### config.mk
export PLATFORM = sky130hd
export DESIGN_NAME = idex_stage_flat
export DESIGN_NICKNAME = d
export VERILOG_FILES = /design/src/rtl/idex_stage_pkg.sv /design/src/rtl/idex_stage_if.sv /design/src/rtl/idex_stage_fwd_mux.sv /design/src/rtl/idex_stage.sv /design/src/flat_wrapper.sv
export SDC_FILE = /design/constraint.sdc
export NUM_CORES = 1
export LEC_CHECK = 0
export ABC_AREA = 1
export CAP_MARGIN = 40
export CORE_ASPECT_RATIO = 0.9
export CORE_UTILIZATION = 30
export DETAILED_ROUTE_END_ITERATION = 8
export DONT_BUFFER_PORTS = 1
export HOLD_SLACK_MARGIN = 0.03
export PLACE_DENSITY = 0.41
export SKIP_LAST_GASP = 1
export SYNTH_ARGS = -nofsm -noshare
export SYNTH_HDL_FRONTEND = slang
export SYNTH_HIERARCHICAL = 1
export SYNTH_SLANG_ARGS = --single-unit
### constraint.sdc
create_clock -name clk -period 1.8 [get_ports clk]
set_input_delay 0.09 -clock clk [delete_from_list [all_inputs] [get_ports clk]]
set_output_delay 0.09 -clock clk [all_outputs]
set_load 0.005 [all_outputs]
### src/rtl/idex_stage_pkg.sv
// Shared widths, ALU operation codes, forward-select encodings and the EX register layout
// for the ID/EX stage.
package idex_stage_pkg;

    localparam int DW  = 32;
    localparam int RW  = 5;
    localparam int OPW = 5;

    localparam logic [OPW-1:0] ALUOP_NOP  = 5'd0;
    localparam logic [OPW-1:0] ALUOP_LUI  = 5'd1;
    localparam logic [OPW-1:0] ALUOP_ADDU = 5'd2;
    localparam logic [OPW-1:0] ALUOP_SUBU = 5'd3;
    localparam logic [OPW-1:0] ALUOP_OR   = 5'd4;
    localparam logic [OPW-1:0] ALUOP_SLL  = 5'd5;

    typedef enum logic [1:0] {
        FWD_REG   = 2'd0,
        FWD_EXMEM = 2'd1,
        FWD_MEMWB = 2'd2
    } fwd_sel_e;

    typedef struct packed {
        logic           valid;
        logic           regwrite;
        logic           memread;
        logic           memwrite;
        logic           alusrc;
        logic [OPW-1:0] aluop;
        logic [RW-1:0]  rs;
        logic [RW-1:0]  rt;
        logic [RW-1:0]  wa;
        logic [DW-1:0]  pc;
        logic [DW-1:0]  rd1;
        logic [DW-1:0]  rd2;
        logic [DW-1:0]  imm;
    } ex_reg_t;

    // A retiring write targets index s; register $0 never matches.
    function automatic logic wr_hit(input logic rw, input logic [RW-1:0] wa,
                                    input logic [RW-1:0] s);
        return rw && (wa == s) && (s != '0);
    endfunction

endpackage

### src/rtl/idex_stage_if.sv
// ID-side inputs, forward sources, pipeline control and EX-side outputs of the ID/EX stage.
interface idex_stage_if;
    import idex_stage_pkg::*;

    logic           id_valid, stall, flush;
    logic [DW-1:0]  id_pc, id_rd1, id_rd2, id_imm;
    logic [RW-1:0]  id_rs, id_rt, id_wa;
    logic [OPW-1:0] id_aluop;
    logic           id_alusrc, id_regwrite, id_memread, id_memwrite;

    logic           exmem_regwrite, memwb_regwrite;
    logic [RW-1:0]  exmem_wa, memwb_wa;
    logic [DW-1:0]  exmem_result, memwb_wdata;

    logic           ex_valid, ex_regwrite, ex_memread, ex_memwrite, load_use;
    logic [DW-1:0]  ex_A, ex_B, ex_store_data, ex_pc;
    logic [OPW-1:0] ex_aluop;
    logic [RW-1:0]  ex_wa;

    modport slave (
        input  id_valid, stall, flush, id_pc, id_rd1, id_rd2, id_imm, id_rs, id_rt, id_wa,
               id_aluop, id_alusrc, id_regwrite, id_memread, id_memwrite,
               exmem_regwrite, exmem_wa, exmem_result, memwb_regwrite, memwb_wa, memwb_wdata,
        output ex_valid, ex_A, ex_B, ex_aluop, ex_store_data, ex_wa, ex_pc,
               ex_regwrite, ex_memread, ex_memwrite, load_use
    );

    modport master (
        output id_valid, stall, flush, id_pc, id_rd1, id_rd2, id_imm, id_rs, id_rt, id_wa,
               id_aluop, id_alusrc, id_regwrite, id_memread, id_memwrite,
               exmem_regwrite, exmem_wa, exmem_result, memwb_regwrite, memwb_wa, memwb_wdata,
        input  ex_valid, ex_A, ex_B, ex_aluop, ex_store_data, ex_wa, ex_pc,
               ex_regwrite, ex_memread, ex_memwrite, load_use
    );

endinterface

### src/rtl/idex_stage_fwd_mux.sv
// Per-operand forwarding mux: EX/MEM result beats MEM/WB data beats the held register value.
module fwd_mux
    import idex_stage_pkg::*;
(
    input  logic [RW-1:0] idx,
    input  logic [DW-1:0] held,
    input  logic          exmem_regwrite,
    input  logic [RW-1:0] exmem_wa,
    input  logic [DW-1:0] exmem_result,
    input  logic          memwb_regwrite,
    input  logic [RW-1:0] memwb_wa,
    input  logic [DW-1:0] memwb_wdata,
    output logic [DW-1:0] value
);

    fwd_sel_e sel;

    always_comb begin
        sel = FWD_REG;
        if (wr_hit(exmem_regwrite, exmem_wa, idx))
            sel = FWD_EXMEM;
        else if (wr_hit(memwb_regwrite, memwb_wa, idx))
            sel = FWD_MEMWB;
    end

    always_comb begin
        value = held;
        case (sel)
            FWD_EXMEM: value = exmem_result;
            FWD_MEMWB: value = memwb_wdata;
            default:   value = held;
        endcase
    end

endmodule

### src/rtl/idex_stage.sv
// ID/EX pipeline register with operand forwarding, ALUSrc selection, stall-time refresh of
// held operands and load-use hazard detection.
module idex_stage
    import idex_stage_pkg::*;
(
    input logic      clk,
    input logic      rstn,
    idex_stage_if.slave bus
);

    ex_reg_t       ex_q;
    ex_reg_t       id_word;
    logic [DW-1:0] fwd_rs, fwd_rt;

    always_comb begin
        id_word          = '0;
        id_word.valid    = 1'b1;
        id_word.regwrite = bus.id_regwrite;
        id_word.memread  = bus.id_memread;
        id_word.memwrite = bus.id_memwrite;
        id_word.alusrc   = bus.id_alusrc;
        id_word.aluop    = bus.id_aluop;
        id_word.rs       = bus.id_rs;
        id_word.rt       = bus.id_rt;
        id_word.wa       = bus.id_wa;
        id_word.pc       = bus.id_pc;
        id_word.rd1      = bus.id_rd1;
        id_word.rd2      = bus.id_rd2;
        id_word.imm      = bus.id_imm;
    end

    // While held, absorb MEM/WB writes to our sources; they retire before the stall releases.
    always_ff @(posedge clk or negedge rstn) begin
        if (!rstn) begin
            ex_q <= '0;
        end else if (bus.flush) begin
            ex_q <= '0;
        end else if (bus.stall) begin
            if (wr_hit(bus.memwb_regwrite, bus.memwb_wa, ex_q.rs))
                ex_q.rd1 <= bus.memwb_wdata;
            if (wr_hit(bus.memwb_regwrite, bus.memwb_wa, ex_q.rt))
                ex_q.rd2 <= bus.memwb_wdata;
        end else if (bus.id_valid) begin
            ex_q <= id_word;
        end else begin
            ex_q <= '0;
        end
    end

    fwd_mux u_fwd_rs (
        .idx           (ex_q.rs),
        .held          (ex_q.rd1),
        .exmem_regwrite(bus.exmem_regwrite),
        .exmem_wa      (bus.exmem_wa),
        .exmem_result  (bus.exmem_result),
        .memwb_regwrite(bus.memwb_regwrite),
        .memwb_wa      (bus.memwb_wa),
        .memwb_wdata   (bus.memwb_wdata),
        .value         (fwd_rs)
    );

    fwd_mux u_fwd_rt (
        .idx           (ex_q.rt),
        .held          (ex_q.rd2),
        .exmem_regwrite(bus.exmem_regwrite),
        .exmem_wa      (bus.exmem_wa),
        .exmem_result  (bus.exmem_result),
        .memwb_regwrite(bus.memwb_regwrite),
        .memwb_wa      (bus.memwb_wa),
        .memwb_wdata   (bus.memwb_wdata),
        .value         (fwd_rt)
    );

    assign bus.ex_valid      = ex_q.valid;
    assign bus.ex_A          = fwd_rs;
    assign bus.ex_B          = ex_q.alusrc ? ex_q.imm : fwd_rt;
    assign bus.ex_store_data = fwd_rt;
    assign bus.ex_aluop      = ex_q.aluop;
    assign bus.ex_wa         = ex_q.wa;
    assign bus.ex_pc         = ex_q.pc;
    assign bus.ex_regwrite   = ex_q.valid & ex_q.regwrite;
    assign bus.ex_memread    = ex_q.valid & ex_q.memread;
    assign bus.ex_memwrite   = ex_q.valid & ex_q.memwrite;

    assign bus.load_use = ex_q.valid && ex_q.memread && (ex_q.wa != '0) && bus.id_valid &&
                          ((ex_q.wa == bus.id_rs) || ((ex_q.wa == bus.id_rt) && !bus.id_alusrc));

endmodule
### src/flat_wrapper.sv
// flat-port wrapper written by rule: the top's interface ports become plain ports
module idex_stage_flat import idex_stage_pkg::*;
  (clk, rstn, bus_id_valid, bus_stall, bus_flush, bus_id_pc, bus_id_rd1, bus_id_rd2, bus_id_imm, bus_id_rs, bus_id_rt, bus_id_wa, bus_id_aluop, bus_id_alusrc, bus_id_regwrite, bus_id_memread, bus_id_memwrite, bus_exmem_regwrite, bus_exmem_wa, bus_exmem_result, bus_memwb_regwrite, bus_memwb_wa, bus_memwb_wdata, bus_ex_valid, bus_ex_A, bus_ex_B, bus_ex_aluop, bus_ex_store_data, bus_ex_wa, bus_ex_pc, bus_ex_regwrite, bus_ex_memread, bus_ex_memwrite, bus_load_use);
  idex_stage_if bus_i ();
  input logic clk;
  input logic rstn;
  input wire logic [$bits(bus_i.id_valid)-1:0] bus_id_valid;
  input wire logic [$bits(bus_i.stall)-1:0] bus_stall;
  input wire logic [$bits(bus_i.flush)-1:0] bus_flush;
  input wire logic [$bits(bus_i.id_pc)-1:0] bus_id_pc;
  input wire logic [$bits(bus_i.id_rd1)-1:0] bus_id_rd1;
  input wire logic [$bits(bus_i.id_rd2)-1:0] bus_id_rd2;
  input wire logic [$bits(bus_i.id_imm)-1:0] bus_id_imm;
  input wire logic [$bits(bus_i.id_rs)-1:0] bus_id_rs;
  input wire logic [$bits(bus_i.id_rt)-1:0] bus_id_rt;
  input wire logic [$bits(bus_i.id_wa)-1:0] bus_id_wa;
  input wire logic [$bits(bus_i.id_aluop)-1:0] bus_id_aluop;
  input wire logic [$bits(bus_i.id_alusrc)-1:0] bus_id_alusrc;
  input wire logic [$bits(bus_i.id_regwrite)-1:0] bus_id_regwrite;
  input wire logic [$bits(bus_i.id_memread)-1:0] bus_id_memread;
  input wire logic [$bits(bus_i.id_memwrite)-1:0] bus_id_memwrite;
  input wire logic [$bits(bus_i.exmem_regwrite)-1:0] bus_exmem_regwrite;
  input wire logic [$bits(bus_i.exmem_wa)-1:0] bus_exmem_wa;
  input wire logic [$bits(bus_i.exmem_result)-1:0] bus_exmem_result;
  input wire logic [$bits(bus_i.memwb_regwrite)-1:0] bus_memwb_regwrite;
  input wire logic [$bits(bus_i.memwb_wa)-1:0] bus_memwb_wa;
  input wire logic [$bits(bus_i.memwb_wdata)-1:0] bus_memwb_wdata;
  output wire logic [$bits(bus_i.ex_valid)-1:0] bus_ex_valid;
  output wire logic [$bits(bus_i.ex_A)-1:0] bus_ex_A;
  output wire logic [$bits(bus_i.ex_B)-1:0] bus_ex_B;
  output wire logic [$bits(bus_i.ex_aluop)-1:0] bus_ex_aluop;
  output wire logic [$bits(bus_i.ex_store_data)-1:0] bus_ex_store_data;
  output wire logic [$bits(bus_i.ex_wa)-1:0] bus_ex_wa;
  output wire logic [$bits(bus_i.ex_pc)-1:0] bus_ex_pc;
  output wire logic [$bits(bus_i.ex_regwrite)-1:0] bus_ex_regwrite;
  output wire logic [$bits(bus_i.ex_memread)-1:0] bus_ex_memread;
  output wire logic [$bits(bus_i.ex_memwrite)-1:0] bus_ex_memwrite;
  output wire logic [$bits(bus_i.load_use)-1:0] bus_load_use;
  assign bus_i.id_valid = bus_id_valid;
  assign bus_i.stall = bus_stall;
  assign bus_i.flush = bus_flush;
  assign bus_i.id_pc = bus_id_pc;
  assign bus_i.id_rd1 = bus_id_rd1;
  assign bus_i.id_rd2 = bus_id_rd2;
  assign bus_i.id_imm = bus_id_imm;
  assign bus_i.id_rs = bus_id_rs;
  assign bus_i.id_rt = bus_id_rt;
  assign bus_i.id_wa = bus_id_wa;
  assign bus_i.id_aluop = bus_id_aluop;
  assign bus_i.id_alusrc = bus_id_alusrc;
  assign bus_i.id_regwrite = bus_id_regwrite;
  assign bus_i.id_memread = bus_id_memread;
  assign bus_i.id_memwrite = bus_id_memwrite;
  assign bus_i.exmem_regwrite = bus_exmem_regwrite;
  assign bus_i.exmem_wa = bus_exmem_wa;
  assign bus_i.exmem_result = bus_exmem_result;
  assign bus_i.memwb_regwrite = bus_memwb_regwrite;
  assign bus_i.memwb_wa = bus_memwb_wa;
  assign bus_i.memwb_wdata = bus_memwb_wdata;
  assign bus_ex_valid = bus_i.ex_valid;
  assign bus_ex_A = bus_i.ex_A;
  assign bus_ex_B = bus_i.ex_B;
  assign bus_ex_aluop = bus_i.ex_aluop;
  assign bus_ex_store_data = bus_i.ex_store_data;
  assign bus_ex_wa = bus_i.ex_wa;
  assign bus_ex_pc = bus_i.ex_pc;
  assign bus_ex_regwrite = bus_i.ex_regwrite;
  assign bus_ex_memread = bus_i.ex_memread;
  assign bus_ex_memwrite = bus_i.ex_memwrite;
  assign bus_load_use = bus_i.load_use;
  idex_stage u_core (.clk(clk), .rstn(rstn), .bus(bus_i));
endmodule
== Word-level counts from Yosys, hierarchy flattened ==
Index checks and enable logic that the tools add are counted.

* Bits in registers: 153
* Input port bits: 233
* Output and inout port bits: 143
* Word-level logic and storage cells: 61

* Equality and inequality tests: 13
* Muxes and demuxes: 14
* Bitwise operators: 3
* Reduce and logical (&&, ||, !) cells: 18

{| class="wikitable"
|+ Operators with widths
! cell !! number
|-
| 153-bit 2-to-1 mux || 2
|-
| 32-bit 2-to-1 mux || 4
|-
| 32-bit case mux with 2 select lines || 2
|-
| 64-bit 2-to-1 mux || 1
|-
| 57-bit 2-to-1 mux || 1
|-
| 5-bit == test || 6
|-
| 5-bit nonzero test || 3
|-
| 1-bit logical AND || 13
|-
| 2-bit 2-to-1 mux || 4
|-
| 3-bit by 1-bit inequality test with 1-bit output, second input constant || 2
|-
| 2-bit by 1-bit == test with 1-bit output, second input constant || 2
|-
| 2-bit == test, second input constant || 2
|-
| 1-bit bitwise AND || 3
|-
| 2-bit by 1-bit inequality test with 1-bit output, second input constant || 1
|-
| 1-bit zero test || 1
|-
| 1-bit logical OR || 1
|}

== Logic depth before layout (Yosys ltp) ==
* Depth after elaboration: 8
* Mapped depth: 11
* Mapped depth without buffers: 10

== Modules after synthesis ==
Netlist, hierarchy kept.

{| class="wikitable"
|+ By module, submodules not included
! module !! times used !! cells each !! area each (µm²) !! seq. area each (µm²)
|-
| idex_stage || 1 || 1,028 || 7,858.8 || 3,828.7
|-
| fwd_mux || 2 || 216 || 1,202.4 || 0.0
|}

== Least setup slack after synthesis ==
No wires, ideal clock.

* Path kind: register to output
* From: reg u_core/ex_q[136] in the netlist's numbering
* To: out bus_ex_B[8]
* Arrival: 1.416 ns
* Required time: 1.710 ns
* Slack: 0.294 ns
* Cell stages (with the launch flop): 11
* Path buffers: 1
* Path through: dfrtp_1 > nor2_1 > nand2_1 > nor2_4 > nor2_2 > nand3_4 > buf_6 > nand3_1 > nand3_1 > nand2_1 > o21ai_0

* Longest elaborated chain between the ends: 8
* Elaborated cells between the ends (all ways): 13
* Classes of those cells: eq/ne: 4; mux: 4; reduce/logical: 5

{| class="wikitable"
|+ Ends and longest elaborated chain
! what !! line !! RTL
|-
| from (decl) || idex_stage.sv:11 || <nowiki>ex_reg_t ex_q;</nowiki>
|-
| from (signal assigned) || idex_stage.sv:44 || <nowiki>ex_q <= id_word;</nowiki>
|-
| 5-bit == test || idex_stage_pkg.sv:41 || <nowiki>return rw && (wa == s) && (s != '0);</nowiki>
|-
| 1-bit logical AND (2 in series) || idex_stage_pkg.sv:41 ||
|-
| 2-bit 2-to-1 mux || idex_stage_fwd_mux.sv:22 || <nowiki>else if (wr_hit(memwb_regwrite, memwb_wa, idx))</nowiki>
|-
| 2-bit 2-to-1 mux * || idex_stage_fwd_mux.sv:20 || <nowiki>if (wr_hit(exmem_regwrite, exmem_wa, idx))</nowiki>
|-
| 2-bit == test / 2-bit by 1-bit == test with 1-bit output (equally long branches) || idex_stage_fwd_mux.sv:28 || <nowiki>case (sel)</nowiki>
|-
| 32-bit case mux with 2 select lines * || idex_stage_fwd_mux.sv:28 ||
|-
| via bus_ex_store_data[8] || flat_wrapper.sv:32 || <nowiki>output wire logic [$bits(bus_i.ex_store_data)-1:0] bus_ex_store_data;</nowiki>
|-
| 32-bit 2-to-1 mux * || idex_stage.sv:76 || <nowiki>assign bus.ex_B = ex_q.alusrc ? ex_q.imm : fwd_rt;</nowiki>
|-
| to (decl) || flat_wrapper.sv:30 || <nowiki>output wire logic [$bits(bus_i.ex_B)-1:0] bus_ex_B;</nowiki>
|}

The timed path passes the listed nets; every way through them passes the cells marked *.

== Final worst setup path ==
* From: reg u_core/ex_q[135] in the netlist's numbering
* To: out bus_ex_B[6]

* Longest elaborated chain between the ends: 8
* Elaborated cells between the ends (all ways): 13
* Classes of those cells: eq/ne: 4; mux: 4; reduce/logical: 5

{| class="wikitable"
|+ Ends and longest elaborated chain
! what !! line
|-
| 5-bit == test || idex_stage_pkg.sv:41
|-
| 1-bit logical AND (2 in series) || idex_stage_pkg.sv:41
|-
| 2-bit 2-to-1 mux || idex_stage_fwd_mux.sv:22
|-
| 2-bit 2-to-1 mux * || idex_stage_fwd_mux.sv:20
|-
| 2-bit == test / 2-bit by 1-bit == test with 1-bit output (equally long branches) || idex_stage_fwd_mux.sv:28
|-
| 32-bit case mux with 2 select lines * || idex_stage_fwd_mux.sv:28
|-
| 32-bit 2-to-1 mux * || idex_stage.sv:76
|}

Mark *: on every way between the ends. The rest lies on a longest branch, timed or not.

==> impl_metrics.yaml <==
run_status:
  status: "finished with violations"
  failed_checks: "negative hold slack, negative setup slack"
timing:
  hold_ws_ps: -659
  slew_headroom_pct: 54.6
  fmax_mhz: 429
  setup_tns_ps: -38090
  slew_viol_final: 0
  finalHoldViolations: 153
  skew_ps: 9.83
  worst_pin_slew_ps: 679
  period_minus_slack_ps: 2330
  setup_viol: 97
  rsz0062_at_grt: "yes"
  period_share_pct: 129
  finalWorstSetupSlack_ps: -529
run:
  maxCapViolations: 0
power_and_ir_drop:
  leakagePower_nw: 8.15
  report.power.total_mw: 10.0
  vdd_drop_max_mv: 0.698
  p_per_area_nw_per_um2: 581
die:
  die-area_um2: 35000
  die_w_um: 197
  rows: 63
  start_util_pct: 30.8
  num_io_pins: 376
  coreArea_um2: 33300
  die_y_um: 177
clock_network:
  cts_hold_buf: 266
  cts_inserted_buffers: 17
  clockRootBuffer: "clkbuf_16"
  cts_tree: "built"
  htree_levels: 4
  clock_latency_ps: 450
  clk_pin_slew_ps: 70
  cts_sinks: 153
  clock_path_buffers: 2
synthesis:
  synth.distinct_cells: 31
  synth_common_cells: "nand3_1 (314), nand2_1 (298), inv_1 (166)"
  netlist_area_um2: 10300
  ys_ff_latch: 153
  ys_top_cells_by_area: "dfrtp_1 (37%), nand3_1 (15%), nand2_1 (11%)"
  syn-num-nets: 1693
  synth_flop_cell: "dfrtp_1"
  yosysWarnings: 6
  yosysMostFrequentCell: "nand3_1"
  syn_inst: 1460
  synthArstFlopShare_pct: 100
  synth-edff-count: 0
  netlist.top_cell.by_area: "dfrtp_1"
  synth-seq-area-share_pct: 37.3
  synth_top_area_share_pct: 37.3
  syn_avg_cell_area_um2: 7.03
placed_design:
  gp_congestion: 0.822
  dp_cells: 1862
  place_ws_ps: -159
  portBuffers: 0
  dpl.hpwl_mm: 30.5
critical_path:
  critPathKind: "reg -> out"
  critPathRequiredTime_ps: 1710
  crit_fanout: 5
  critPathArrivalTime_ps: 2240
  crit_path_end_kind: "primary output"
  start_kind: "flop"
route:
  vias: 11770
  dr.pass1.iters: 5
  drc: 0
  routed_wl_mm: 51.4
  drtAntennaViolNets: 0
  viasPerCell: 5.30
  wl_per_cell_um: 23.1
  drt_iter0_drc: 823
finish:
  layout-drive-gt1-share_pct: 30.2
  instances_no_fill: 2222
  fin_nets: 1986
  area_growth_pct: 68.1
  fill_cells: 3110
global_routing:
  grt_pass1_vias: 11616
  gr-usage-all-layers_pct: 28.1
  grt_pass1_wl_mm: 73.1
  grt_max_degree: 154
  antenna_found_initial: 3
  grt-ovfl-total: 0
hold_path:
  min_path_type: "in -> async"
## kinds of logic after synthesis
logic type	synth area share, %
and+or+nand+nor	34.6
buffers and inverters	16.3
AOI/OAI and AO/OA	11.6
DFF	37.3
xor gates and xnor gates	0.256
## worst paths after layout
path,slack (ps),start,cells after the start,endpoint
setup / recovery,-530,u_core/ex_q[135],13,bus_ex_B[6]
hold / removal,-660,rstn,0,u_core/ex_q[67]
setup reg to reg,70,u_core/ex_q[141],10,u_core/ex_q[84]
hold reg to reg,490,u_core/ex_q[151],2,u_core/ex_q[151]
max in group asynchronous,2200,rstn,0,u_core/bus.ex_pc[14]
min in group clk,30,bus_memwb_wdata[0],4,u_core/ex_q[32]
## worst max-delay path, stage by stage (launching register included)
cell,delay [ps]
dfrtp_1,410
buf_6,140
nand2_2,60
nand2_2,70
nor2_4,160
nand2_4,80
nor2_8,140
buf_12,140
buf_12,110
clkbuf_16,160
nand3_2,80
nand3_2,90
nand2_2,70
o21ai_2,80
## cell type report
type	count	area [um2]	area share, %
Tap cell	455	569	3.30
Sequential cell	153	3840	22.2
Antenna cell	1	2.50	0.0145
Clock inverter	14	150	0.870
Clock buffer	18	429	2.49
Multi-Input combinational cell	982	6710	38.9
Timing Repair Buffer	415	4860	28.2
Inverter	184	698	4.05
## layer usage
layer  vias up  global-route usage [%]  routed length, um
met4         4                    8.88               1580
met3       101                    5.74               3990
met1      5734                    35.8              21100
li1       5344                       -                  -
met2       587                    47.4              24600
met5         -                       0                 27
## stage by stage
| stage | area, um2 | util, % |
|---|---|---|
| final | 17300 | 51.8 |
| after global routing | 17300 | 51.8 |
| after CTS | 16100 | 48.2 |
| after detailed placement | 10800 | 32.4 |
| after global placement | 10800 | 32.3 |
| after floorplan | 10300 | - |
## power by group
group          total [mW]  switching [mW]  internal, mW
Sequential           3.80           0.161          3.63
Clock                3.76            1.79          1.97
Combinational        2.47            1.24          1.22
## timing repair
| item | in CTS | in global routing |
|---|---|---|
| gates resized for setup | 275 | 221 |
| pin swaps | 55 | 69 |
| setup endpoints to repair | 96 | 135 |
| gates cloned | 18 | 9 |
| setup buffers | 38 | 12 |
| hold endpoints to repair | 305 | 153 |
## state kept, by name, summed over array words and instances, names as in the netlist
signal               cells
u_core/bus.ex_aluop      5
u_core/ex_q            110
u_core/bus.ex_wa         5
u_core/bus.ex_pc        32
u_core/bus.ex_valid      1
## cells in the final DEF, fill, tap and decap left out, drive strengths merged
cell type	instances
nand3	335
nand2	312
dlygate4sd3	258
inv	195
dfrtp	153
buf	149
o21ai	107
nor2	101
a21oi	68
o22ai	49
clkbuf	26
nand4	5
xor2	2
clkinv	2
diode	1
bufinv	1
xnor2	1
nor3	1
o211ai	1
Note: power is estimated with default switching activity, not from simulation.
